**src/rtl/instr_loader_if.sv**
```systemverilog
// Host byte-stream handshake plus the instruction-memory write port of the loader.
// The host side uses master; the loader uses slave.
interface instr_loader_if #(
  parameter int ADDR_W = 8
);
  logic              byte_valid;
  logic [7:0]        byte_data;
  logic              byte_ready;
  logic              imem_we;
  logic [ADDR_W-1:0] imem_addr;
  logic [31:0]       imem_wdata;

  modport master (
    output byte_valid, byte_data,
    input  byte_ready, imem_we, imem_addr, imem_wdata
  );

  modport slave (
    input  byte_valid, byte_data,
    output byte_ready, imem_we, imem_addr, imem_wdata
  );
endinterface

```
**src/rtl/instr_loader.sv**
```systemverilog
// Packs a host byte stream little-endian into 32-bit words, writes them to instruction memory
// from word 0 upward, and flags the first word the core's decoder cannot execute.
module instr_loader #(
  parameter int ADDR_W    = 8,
  parameter int MAX_WORDS = 256
) (
  input  logic              clk,
  input  logic              reset,
  input  logic              start,
  instr_loader_if.slave     bus,
  output logic [ADDR_W:0]   word_count,
  output logic              busy,
  output logic              done,
  output logic              illegal,
  output logic [ADDR_W-1:0] illegal_addr
);

  typedef enum logic [1:0] {IDLE, RECV, WRITE, DONE} state_t;

  localparam logic [ADDR_W:0] LAST_COUNT = (ADDR_W + 1)'(MAX_WORDS);

  state_t      state;
  state_t      next_state;
  logic [1:0]  lane;
  logic [31:0] word;
  logic        accept;
  logic        write_en;
  logic        load_start;

  // Mirrors the opcode/funct3 combinations the control decoder implements.
  function automatic logic is_legal(input logic [6:0] opcode, input logic [2:0] funct3);
    logic ok;
    ok = 1'b0;
    case (opcode)
      7'b0110011: ok = (funct3 == 3'b000) || (funct3 == 3'b010) ||
                       (funct3 == 3'b111) || (funct3 == 3'b101);
      7'b0010011: ok = (funct3 == 3'b010) || (funct3 == 3'b111) || (funct3 == 3'b000);
      7'b0100011: ok = (funct3 == 3'b010);
      7'b0011011: ok = 1'b1;
      7'b0001011: ok = 1'b1;
      default:    ok = 1'b0;
    endcase
    return ok;
  endfunction

  always_ff @(posedge clk or posedge reset) begin
    if (reset) begin
      state <= IDLE;
    end else begin
      state <= next_state;
    end
  end

  always_comb begin
    next_state     = state;
    bus.byte_ready = 1'b0;
    bus.imem_we    = 1'b0;
    bus.imem_addr  = '0;
    bus.imem_wdata = '0;
    busy           = 1'b0;
    done           = 1'b0;
    accept         = 1'b0;
    write_en       = 1'b0;
    load_start     = 1'b0;
    case (state)
      IDLE: begin
        if (start) begin
          next_state = RECV;
          load_start = 1'b1;
        end
      end
      RECV: begin
        busy           = 1'b1;
        bus.byte_ready = 1'b1;
        accept         = bus.byte_valid;
        if (accept && (lane == 2'd3)) begin
          next_state = WRITE;
        end
      end
      WRITE: begin
        busy = 1'b1;
        // An all-zero word is the end-of-program marker and is never stored.
        if (word == 32'h0000_0000) begin
          next_state = DONE;
        end else begin
          write_en       = 1'b1;
          bus.imem_we    = 1'b1;
          bus.imem_addr  = word_count[ADDR_W-1:0];
          bus.imem_wdata = word;
          next_state     = ((word_count + 1'b1) == LAST_COUNT) ? DONE : RECV;
        end
      end
      DONE: begin
        done = 1'b1;
        if (start) begin
          next_state = RECV;
          load_start = 1'b1;
        end
      end
      default: next_state = IDLE;
    endcase
  end

  // The 2-bit lane index wraps to 0 after the 4th byte, so RECV always resumes at lane 0.
  always_ff @(posedge clk or posedge reset) begin
    if (reset) begin
      lane         <= '0;
      word         <= '0;
      word_count   <= '0;
      illegal      <= 1'b0;
      illegal_addr <= '0;
    end else begin
      if (load_start) begin
        lane         <= '0;
        word         <= '0;
        word_count   <= '0;
        illegal      <= 1'b0;
        illegal_addr <= '0;
      end
      if (accept) begin
        word[{lane, 3'b000} +: 8] <= bus.byte_data;
        lane                      <= lane + 2'd1;
      end
      if (write_en) begin
        word_count <= word_count + 1'b1;
        if (!is_legal(word[6:0], word[14:12]) && !illegal) begin
          illegal      <= 1'b1;
          illegal_addr <= word_count[ADDR_W-1:0];
        end
      end
    end
  end

endmodule

```
**src/flat_wrapper.sv**
```systemverilog
// flat-port wrapper written by rule: the top's interface ports become plain ports
module instr_loader_flat 
#(
  parameter int ADDR_W    = 8,
  parameter int MAX_WORDS = 256
)
  (clk, reset, start, word_count, busy, done, illegal, illegal_addr, bus_byte_valid, bus_byte_data, bus_byte_ready, bus_imem_we, bus_imem_addr, bus_imem_wdata);
  instr_loader_if #(.ADDR_W(ADDR_W)) bus_i ();
  input  logic clk;
  input  logic reset;
  input  logic start;
  output logic [ADDR_W:0] word_count;
  output logic busy;
  output logic done;
  output logic illegal;
  output logic [ADDR_W-1:0] illegal_addr;
  input wire logic [$bits(bus_i.byte_valid)-1:0] bus_byte_valid;
  input wire logic [$bits(bus_i.byte_data)-1:0] bus_byte_data;
  output wire logic [$bits(bus_i.byte_ready)-1:0] bus_byte_ready;
  output wire logic [$bits(bus_i.imem_we)-1:0] bus_imem_we;
  output wire logic [$bits(bus_i.imem_addr)-1:0] bus_imem_addr;
  output wire logic [$bits(bus_i.imem_wdata)-1:0] bus_imem_wdata;
  assign bus_i.byte_valid = bus_byte_valid;
  assign bus_i.byte_data = bus_byte_data;
  assign bus_byte_ready = bus_i.byte_ready;
  assign bus_imem_we = bus_i.imem_we;
  assign bus_imem_addr = bus_i.imem_addr;
  assign bus_imem_wdata = bus_i.imem_wdata;
  instr_loader #(.ADDR_W(ADDR_W), .MAX_WORDS(MAX_WORDS)) u_core (.clk(clk), .reset(reset), .start(start), .bus(bus_i), .word_count(word_count), .busy(busy), .done(done), .illegal(illegal), .illegal_addr(illegal_addr));
endmodule
```
**config.mk**
```make
export PLATFORM = sky130hd
export DESIGN_NAME = instr_loader_flat
export DESIGN_NICKNAME = d
export VERILOG_FILES = /design/src/rtl/instr_loader_if.sv /design/src/rtl/instr_loader.sv /design/src/flat_wrapper.sv
export SDC_FILE = /design/constraint.sdc
export NUM_CORES = 1
export LEC_CHECK = 0
export ABC_AREA = 1
export CORE_AREA = 2 2 83 85
export DETAILED_ROUTE_END_ITERATION = 12
export DIE_AREA = 0 0 85 87
export GPL_ROUTABILITY_DRIVEN = 0
export GPL_TIMING_DRIVEN = 0
export PLACE_DENSITY = 0.88
export RECOVER_POWER = 25
export SETUP_SLACK_MARGIN = 0.5
export SLEW_MARGIN = 20
export SYNTH_ARGS = -nofsm -noshare
export SYNTH_HDL_FRONTEND = slang
export SYNTH_SLANG_ARGS = --single-unit
```
**constraint.sdc**
```tcl
create_clock -name clk -period 2.6 [get_ports clk]
set_input_delay 0.26 -clock clk [delete_from_list [all_inputs] [get_ports clk]]
set_output_delay 0.26 -clock clk [all_outputs]
set_load 0.02 [all_outputs]
```
==> results of run 1 <==
[repair_timing]
item                                    CTS  global route
pin swaps                                 2             2
endpoints found under the setup margin   61            64
buffers inserted                          4             4
cloned                                    0             0
endpoints found under the hold margin     0             0
resized for setup                        92            52
[per-layer routing]
metal | vias to the layer above | wire, µm | track usage (%)
met4 | 0 | 405 | 12.0
met3 | 44 | 735 | 5.12
met5 | - | 0 | 0
met1 | 1480 | 3470 | 30.9
met2 | 180 | 4280 | 39.3
li1 | 1538 | - | -
[cell type report]
type	instances	area (µm²)	area share, %
inverter	72	273	6.56
sequential	54	1350	32.5
multi-input combinational	294	1570	37.7
tap	80	100	2.41
timing repair buffer	82	669	16.1
buffer	16	105	2.53
clock inverter	1	5.00	0.120
clock buffer	7	86.3	2.08
[power by group through the flow]
stage / Sequential, µW / Clock, µW / Combinational [µW]
after global placement: 1060 / 0 / 1690
after CTS: 1050 / 487 / 1890
after global routing: 1060 / 524 / 2370
final: 1050 / 489 / 2200
after floorplan: 1070 / 0 / 1240
after detailed placement: 1070 / 0 / 1740
[final timing paths]
kind | from | end | cells after the start
hold / removal | reset | u_core.word_count[5]$_DFFE_PP0P_ | 2
hold reg to reg | u_core.word_count[8]$_DFFE_PP0P_ | u_core.word_count[8]$_DFFE_PP0P_ | 2
setup / recovery | u_core.state[0]$_DFFE_PP0P_ | busy | 4
setup reg to reg | u_core.lane[0]$_DFFE_PP0P_ | u_core.word[21]$_DFF_PP0_ | 7
max in group asynchronous | reset | u_core.word[27]$_DFF_PP0_ | 3
min in group clk | u_core.word_count[8]$_DFFE_PP0P_ | u_core.word_count[8]$_DFFE_PP0P_ | 2
[sequential cells by signal, indices dropped and copies added, names as in the netlist]
register	flops
u_core.illegal_addr	8
u_core.word_count	9
u_core.illegal	1
u_core.word	32
u_core.state	2
u_core.lane	2
[cell families (layout without fill, tap and decap cells)]
group / count (synthesis) / in the layout / synth area share, %
xor gates and xnor gates: 1 / 1 / 0.275
buffers and inverters: 88 / 178 / 10.7
and+or+nand+nor: 240 / 240 / 32.8
DFF: 54 / 54 / 42.4
adders and majority gates: 10 / 10 / 3.92
AOI/OAI and AO/OA: 43 / 43 / 9.89
[cells in the mapped netlist (2+ instances only)]
| cell | count |
|---|---|
| nor3_1 | 5 |
| o21ai_1 | 2 |
| o41ai_1 | 6 |
| a21oi_1 | 2 |
| o22ai_1 | 6 |
| nand2_2 | 2 |
| inv_2 | 2 |
| nor2_2 | 4 |
| buf_2 | 4 |
| nand2_1 | 145 |
| nand3_1 | 36 |
| nor2_1 | 39 |
| o32ai_1 | 5 |
| nor3b_1 | 2 |
| inv_1 | 70 |
| nand3_2 | 2 |
| dfrtp_1 | 54 |
| o31ai_1 | 6 |
| o41ai_2 | 2 |
| nor2_8 | 3 |
| o21ai_0 | 12 |
| clkbuf_1 | 10 |
| ha_1 | 10 |
[stage by stage]
step / util (%) / cell area (µm²) / hold slack [ps] / power (µW)
2_1_floorplan: - / 3190 / 430 / 2310
3_3_place_gp: 61.2 / 4020 / 503 / 2750
3_5_place_dp: 61.5 / 4040 / 528 / 2810
4_1_cts: 64.0 / 4200 / 284 / 3420
5_1_grt: 63.3 / 4160 / 568 / 3960
6_report: 63.3 / 4160 / 517 / 3740
==> metrics.md, run 1 <==
| Metric | Value |
|---|---|
| Status | `completed` |
| Final worst slack | `538 ps` |
| RSZ-0062 raised after global routing | `yes` |
| CTS sink count | `54` |
| Initial antenna violation count | `0` |
| Post-route insts no fill | `606` |
| Clock buffer depth | `2` |
| Layout overhead on the synthesized area | `30.4%` |
| DIE AREA | `7400 µm²` |
| Drt wl/cell | `14.7 µm` |
| Sequential Power Share | `28.0%` |
| Hold Vio Cnt, Final | `0` |
| CP required | `2340 ps` |
| Die Width | `85 µm` |
| Total gr overflow | `0` |
| Setup TNS | `0 ps` |
| Rows | `30` |
| Most frequent cells in the layout | `nand2_1, inv_1, dfrtp_1` |
| Endpoints failing setup | `0` |
| Synth Net Count | `458` |
| Placed insts | `590` |
| Antenna Diode Count | `0` |
| Vias in the first global route | `3,069` |
| Worst path bufs/invs | `3` |
| CORE AREA | `6570 µm²` |
| CP max stage cell | `clkdlybuf4s50_1` |
| Worst-Margin Slew | `885 ps` |
| Cell internal pwr | `1940 µW` |
| Seq/Total Area, Yosys | `42.4%` |
| I/O Buffers | `73` |
| Total CTS buffers | `5` |
| Detail Route Antenna Nets | `0` |
| Post-synth EDFFs | `0` |
| Crit-path cells | `inv_1 > ha_1 > inv_1 > clkdlybuf4s50_1` |
| First-pass GRT wire length | `14,300 µm` |
| Filler instances | `544` |
| Top cell type's share of synthesized area | `42.4%` |
| Sw power | `1800 µW` |
| Max_slew headroom | `41.0%` |
| H-tree depth | `2` |
| Detailed-route via count | `3,242` |
| Combinational share of power | `58.9%` |
| Final #Nets | `547` |
| Synth cell types | `30` |
| Yosys warns | `0` |
| # DRC | `0` |
| CTS clk-pin slew, worst paths | `90 ps` |
| Synth Area per Inst | `7.31 µm²` |
| Net Sw Frac | `48.0%` |
| Critical Path Sink Type | `output port` |
| Max Freq | `485 MHz` |
| Starting Density | `48.6%` |
| Pins Over Slew Limit | `0` |
| Crit Path Class | `flop to output port` |
| Most used cell, CP | `inv_1` |
| Most common cell after layout, fill and taps aside | `nand2_1` |
| Worst vdd ir | `0.000631 V` |
| Vias per cell | `5.35` |
| Clock Power Share | `13.1%` |
| Hold Buf Count CTS | `0` |
| Post-Route WL | `8890 µm` |
| Post-DP HPWL | `6320 µm` |
| Mapped cell area | `3190 µm²` |
| Root Buffer | `clkbuf_8` |
| Fin crit share | `79.3%` |
| Setup Skew | `6.10 ps` |
| Leak | `0.00237 µW` |
| Crit start category | `flop` |
| Register bit total from synthesis | `54` |
| Synthesized instance count | `436` |
| Largest delay share family, worst path | `buffers and inverters` |
| Power per cell area | `898 nW/µm²` |
| CTS tree | `yes` |
| Post-Place Worst Slack | `138 ps` |
| Largest net degree at the start of global routing | `36` |
| Chip height | `87 µm` |
| Ys async rst share | `100%` |
| GR Util All Layers | `24.2%` |
| Crit path arrival time | `1800 ps` |
| DRT Pass-1 Iters | `7` |
| Leading area contributor after synthesis | `dfrtp_1` |
| Share of cells above drive strength 1 | `15.8%` |
| Synth area leaders | `dfrtp_1, nand2_1, inv_1, nand3_1, nor2_1` |
| Worst-Skew Late Latency | `310 ps` |
| Max stage delay on crit path | `610 ps` |
| Worst Hold Class | `input port to asynchronous set/reset pin` |
| Period minus WS final | `2060 ps` |
| I/O Pins | `74` |
| Max_cap viols | `0` |
| Primary FF master, synth | `dfrtp_1` |
| Reg-to-reg slack, setup | `610 ps` |
| Worst-path maximum fanout | `3` |
| DR iter-0 viols | `333` |
Note: power is estimated with default switching activity, not from simulation.
==> inputs of run 2 (changes only) <==
CORE_AREA = 2 2 87 89   (was 2 2 83 85)
DIE_AREA = 0 0 89 91   (was 0 0 85 87)
PLACE_DENSITY = 0.84   (was 0.88)
clock period = 1.7 ns   (was 2.6 ns; I/O delays follow)
==> run 2 against run 1 <==
Against the previous run: total power grew to 2.6 times the previous value; non-clock buffer count increased by 77; the flow now finishes with violations (setup timing); final area rose by 51%; die area grew 9.5%; sequential share of layout area is 11 points lower; highest routed layer unchanged.
==> metrics.md, run 2 (synthesized netlist as in run 1, its figures left out) <==
| Metric | Value |
|---|---|
| CTS tree | `yes` |
| Hold Buf Count CTS | `0` |
| Net Sw Frac | `49.6%` |
| GR Util All Layers | `32.6%` |
| Largest regs | `u_core.word (32), u_core.word_count (9), u_core.illegal_addr (8)` |
| Total CTS buffers | `5` |
| Failing checks | `setup timing` |
| RSZ-0062 raised after global routing | `yes` |
| DIE AREA | `8100 µm²` |
| CTS clk-pin slew, worst paths | `100 ps` |
| Setup TNS | `-8290 ps` |
| First-pass GRT wire length | `20,200 µm` |
| I/O Pins | `74` |
| Starting Density | `44.7%` |
| Max reg flops | `32` |
| Critical Path Sink Type | `output port` |
| Die Width | `89 µm` |
| Post-Route WL | `16,600 µm` |
| Worst Hold Class | `input port to asynchronous set/reset pin` |
| Crit-path cells | `nor2_1 > nand2_1 > nor2_2 > nand2_2 > nor2_8 > buf_8 > nor3b_2 > buf_4` |
| Power per cell area | `1550 nW/µm²` |
| Chip height | `91 µm` |
| Fin crit share | `123%` |
| Final hold slack | `459 ps` |
| Crit start category | `flop` |
| Vias per cell | `6.09` |
| Leak | `0.00344 µW` |
| Crit Path Class | `flop to output port` |
| Most common cell after layout, fill and taps aside | `nand2_1` |
| Root Buffer | `clkbuf_8` |
| Most frequent cells in the layout | `nand2_1, buf_6, buf_4` |
| Vias in the first global route | `3,868` |
| Setup Skew | `9.58 ps` |
| Post-DP HPWL | `6520 µm` |
| CP max stage cell | `dfrtp_1` |
| CP required | `1530 ps` |
| Worst-Skew Late Latency | `320 ps` |
| Combinational share of power | `74.9%` |
| Final #Nets | `625` |
| Share of cells above drive strength 1 | `61.8%` |
| Worst-Margin Slew | `1000 ps` |
| Final worst slack | `-397 ps` |
| DR iter-0 viols | `621` |
| Initial antenna violation count | `0` |
| Sw power | `4820 µW` |
| Drt wl/cell | `23.7 µm` |
| Hold Vio Cnt, Final | `0` |
| CORE AREA | `7140 µm²` |
| H-tree depth | `2` |
| Clock buffer depth | `2` |
| Layout overhead on the synthesized area | `97.2%` |
| Max Freq | `477 MHz` |
| # DRC | `0` |
| Max_slew headroom | `33.0%` |
| Pins Over Slew Limit | `0` |
| Placed inst area | `4540 µm²` |
| CTS sink count | `54` |
| Total gr overflow | `0` |
| Worst-path maximum fanout | `5` |
| Status | `complete, but fails checks` |
| Rows | `31` |
| Antenna Diode Count | `0` |
| Period minus WS final | `2100 ps` |
| Sequential Power Share | `17.0%` |
| Cell internal pwr | `4890 µW` |
| Design area | `6290 µm²` |
| Largest net degree at the start of global routing | `35` |
| Detail Route Antenna Nets | `0` |
| Max stage delay on crit path | `450 ps` |
| Worst vdd ir | `0.00117 V` |
| Largest register by flop count | `u_core.word` |
| Endpoints failing setup | `79` |
| I/O Buffers | `73` |
| R2R depth | `11` |
| Detailed-route via count | `4,280` |
| Max_cap viols | `0` |
| Clock Power Share | `8.1%` |
| DRT Pass-1 Iters | `5` |
| Crit path arrival time | `1930 ps` |
run 2: layer usage:
metal / vias up / wire length [µm] / GRT usage [%]
met5: - / 0 / 0
met2: 397 / 7980 / 52.4
met3: 121 / 1710 / 6.09
li1: 1710 / - / -
met1: 2052 / 5830 / 41.5
met4: 0 / 1120 / 16.2
run 2: critical path, delay by kind of cell, from the launching register on:
family | cells | cell delay (ps)
simple gates | 6 | 820
buf+inv | 2 | 320
flops | 1 | 450
run 2: power groups by stage:
| stage | clock (µW) | combinational [µW] | sequential, µW |
|---|---|---|---|
| final | 792 | 7280 | 1650 |
| after global routing | 844 | 7440 | 1650 |
| after CTS | 768 | 5580 | 1600 |
| after detailed placement | 0 | 3600 | 1690 |
| after global placement | 0 | 3500 | 1690 |
| after floorplan | 0 | 2780 | 1690 |
run 2: area by class of cell:
class | count | area (µm²)
multi-input cells | 295 | 2520
inverters | 72 | 324
flip-flops and latches | 54 | 1360
fillers | 292 | 848
well taps | 99 | 124
plain buffers | 16 | 272
repair buffers | 159 | 1600
clock buffers | 7 | 86.3
clock inverters | 1 | 5.00
run 2: metrics by stage:
stage | total power (µW) | setup WS, ps | util (%) | std cells
final | 9720 | -397 | 88.1 | 703
after global routing | 9930 | -413 | 88.1 | 703
after CTS | 7950 | -159 | 79.3 | 676
after detailed placement | 5290 | -516 | 63.6 | 609
after global placement | 5190 | -484 | 63.3 | 608
after floorplan | 4470 | 198 | - | 436
run 2: worst paths after layout:
kind / slack, ps / endpoint / startpoint
worst min-delay path: 460 / u_core.word_count[8]$_DFFE_PP0P_ / reset
max in group asynchronous: 150 / u_core.word_count[1]$_DFFE_PP0P_ / reset
worst max-delay path: -400 / bus_imem_addr[2] / u_core.word[25]$_DFF_PP0_
min in group clk: 530 / u_core.word[10]$_DFF_PP0_ / bus_byte_data[2]
worst max register to register: -170 / u_core.illegal_addr[2]$_DFF_PP0_ / u_core.word[25]$_DFF_PP0_
worst min register to register: 530 / u_core.word_count[8]$_DFFE_PP0P_ / u_core.word_count[8]$_DFFE_PP0P_
run 2: what timing repair did:
| action | 4_1_cts | 5_1_grt |
|---|---|---|
| cloned | 5 | 2 |
| setup endpoints to repair | 116 | 115 |
| pin swaps | 38 | 40 |
| gates resized for setup | 421 | 131 |
| buffers inserted | 54 | 25 |
==> inputs of run 3 (changes only) <==
MAX_ROUTING_LAYER = met4   (was unset)
==> run 3 against run 2 <==
Against the previous run: wire length up 4.2%; sequential share of layout area unchanged; global-route usage up 0.89 points; largest power group unchanged; largest cell class unchanged; core utilization unchanged; the flow still finishes with violations (setup timing); sequential cell count unchanged; register-to-register slack worse by 40 ps; highest routed layer unchanged; fmax down 1.5%; worst setup slack worse by 32 ps; non-clock buffer count up 1; total power up 0.59%.
==> metrics.md, run 3 (synthesized netlist as in run 1, its figures left out) <==
| Metric | Value |
|---|---|
| Status | `complete, but fails checks` |
| Failing checks | `setup timing` |
| DIE AREA | `8100 µm²` |
| Worst path bufs/invs | `2` |
| Largest delay share family, worst path | `simple AND/OR/NAND/NOR gates` |
| Setup Skew | `8.01 ps` |
| H-tree depth | `2` |
| Final hold slack | `462 ps` |
| Post-route insts no fill | `704` |
| Final #Nets | `626` |
| # DRC | `0` |
| Top sig layer | `met4` |
| CTS tree | `yes` |
| Fin crit share | `125%` |
| Crit start category | `flop` |
| Leak | `0.00345 µW` |
| Max_slew headroom | `32.5%` |
| Max Freq | `470 MHz` |
| Vias in the first global route | `3,868` |
| Max stage delay on crit path | `470 ps` |
| I/O Pins | `74` |
| I/O Buffers | `73` |
| Endpoints failing setup | `82` |
| Design Power | `9780 µW` |
| Capturing point of the worst reg2reg path | `u_core.word_count[1]$_DFFE_PP0P_` |
| Most frequent cells in the layout | `nand2_1, buf_6, buf_4` |
| Utilization after layout | `88.1%` |
| Placed insts | `609` |
| Post-DP HPWL | `6520 µm` |
| Crit Path Class | `flop to output port` |
| Max_cap viols | `0` |
| Period minus WS final | `2130 ps` |
| Antenna Diode Count | `0` |
| Power per cell area | `1550 nW/µm²` |
| RSZ-0062 raised after global routing | `yes` |
| Most common cell after layout, fill and taps aside | `nand2_1` |
| CTS clk-pin slew, worst paths | `100 ps` |
| Met3 wire len | `1910 µm` |
| Cell internal pwr | `4870 µW` |
| Worst vdd ir | `0.000897 V` |
| CP required | `1530 ps` |
| Crit-path cells | `nor2_1 > nand2_1 > nor2_2 > nand2_2 > nor2_8 > buf_8 > nor3b_2 > buf_4` |
| CTS sink count | `54` |
| R2R depth | `10` |
| Launching point of the worst reg2reg path | `u_core.word[25]$_DFF_PP0_` |
| Largest regs | `u_core.word (32), u_core.word_count (9), u_core.illegal_addr (8)` |
| Reg-to-reg slack, setup | `-210 ps` |
| Combinational share of power | `75.0%` |
| Worst Hold Class | `input port to asynchronous set/reset pin` |
| Final worst slack | `-428 ps` |
| Detailed-route via count | `4,446` |
| Rows | `31` |
| Hold Buf Count CTS | `0` |
| Total CTS buffers | `5` |
| First-pass GRT wire length | `20,100 µm` |
| Net Sw Frac | `50.2%` |
| WL met1 | `5840 µm` |
| Largest register by flop count | `u_core.word` |
| Root Buffer | `clkbuf_8` |
| DR WL met2 | `8010 µm` |
| CP max stage cell | `dfrtp_1` |
| Critical Path Sink Type | `output port` |
| Layout overhead on the synthesized area | `97.2%` |
| Starting Density | `44.7%` |
| Worst-Margin Slew | `1010 ps` |
| DRT Pass-1 Iters | `7` |
| Total gr overflow | `0` |
| Sw power | `4910 µW` |
| Chip height | `91 µm` |
| Pins Over Slew Limit | `0` |
| Hold Vio Cnt, Final | `0` |
| Detail Route Antenna Nets | `0` |
| Vias per cell | `6.32` |
| Drt wl/cell | `24.6 µm` |
| Clock buffer depth | `2` |
| CORE AREA | `7140 µm²` |
| Post-Route WL | `17,300 µm` |
| Share of cells above drive strength 1 | `61.7%` |
| Initial antenna violation count | `0` |
| Crit path arrival time | `1960 ps` |
| Worst-path maximum fanout | `5` |
| Largest net degree at the start of global routing | `35` |
| Max reg flops | `32` |
| GR Util All Layers | `33.5%` |
| DR iter-0 viols | `624` |
| Clock Power Share | `8.0%` |
| Sequential Power Share | `17.0%` |
| Worst-Skew Late Latency | `320 ps` |
| Die Width | `89 µm` |
[run 3: cell count changes in the layout (fill, tap and decap cells not counted), sizes merged]
cell  change
buf       +1
[run 3: cell type report]
class | count | area, µm²
timing repair buffer | 160 | 1610
multi-input combinational | 295 | 2500
clock buffer | 7 | 86.3
inverter | 72 | 324
buffer | 16 | 272
clock inverter | 1 | 5.00
tap | 99 | 124
sequential | 54 | 1360
fill | 287 | 848
[run 3: worst max path at each step]
stage                         startpoint                                to  cells after the start
2_1_floorplan   u_core.word[5]$_DFF_PP0_  u_core.illegal_addr[2]$_DFF_PP0_                      9
3_3_place_gp   u_core.word[19]$_DFF_PP0_                       bus_imem_we                      8
4_1_cts        u_core.word[18]$_DFF_PP0_                  bus_imem_addr[2]                      8
3_5_place_dp   u_core.word[23]$_DFF_PP0_                       bus_imem_we                      8
5_1_grt         u_core.word[8]$_DFF_PP0_                  bus_imem_addr[1]                      8
6_report       u_core.word[25]$_DFF_PP0_                  bus_imem_addr[1]                      8
[run 3: per-layer routing]
layer	GRT usage [%]	vias up
met1	42.0	2090
met2	52.2	459
met5	-	-
met3	5.36	180
met4	16.5	0
li1	-	1717
[run 3: per-stage QoR]
| step | setup WS (ps) | setup TNS, ps | area [µm²] |
|---|---|---|---|
| 2_1_floorplan | 198 | 0 | 3660 |
| 5_1_grt | -466 | -12260 | 6290 |
| 3_3_place_gp | -484 | -6640 | 4520 |
| 3_5_place_dp | -516 | -7990 | 4540 |
| 4_1_cts | -159 | -1640 | 5660 |
| 6_report | -428 | -9570 | 6290 |
[run 3: repair_timing]
action	in CTS	in global routing
gates cloned	5	2
endpoints found under the setup margin	116	115
gates resized for setup	421	130
pin swaps	38	39
buffers inserted	54	26
[run 3: power by group through the flow]
stage               Clock [µW]  Combinational [µW]  Sequential, µW
detailed placement           0                3600            1690
finish                     787                7330            1660
global placement             0                3500            1690
global route               838                7460            1660
floorplan                    0                2780            1690
CTS                        768                5580            1600
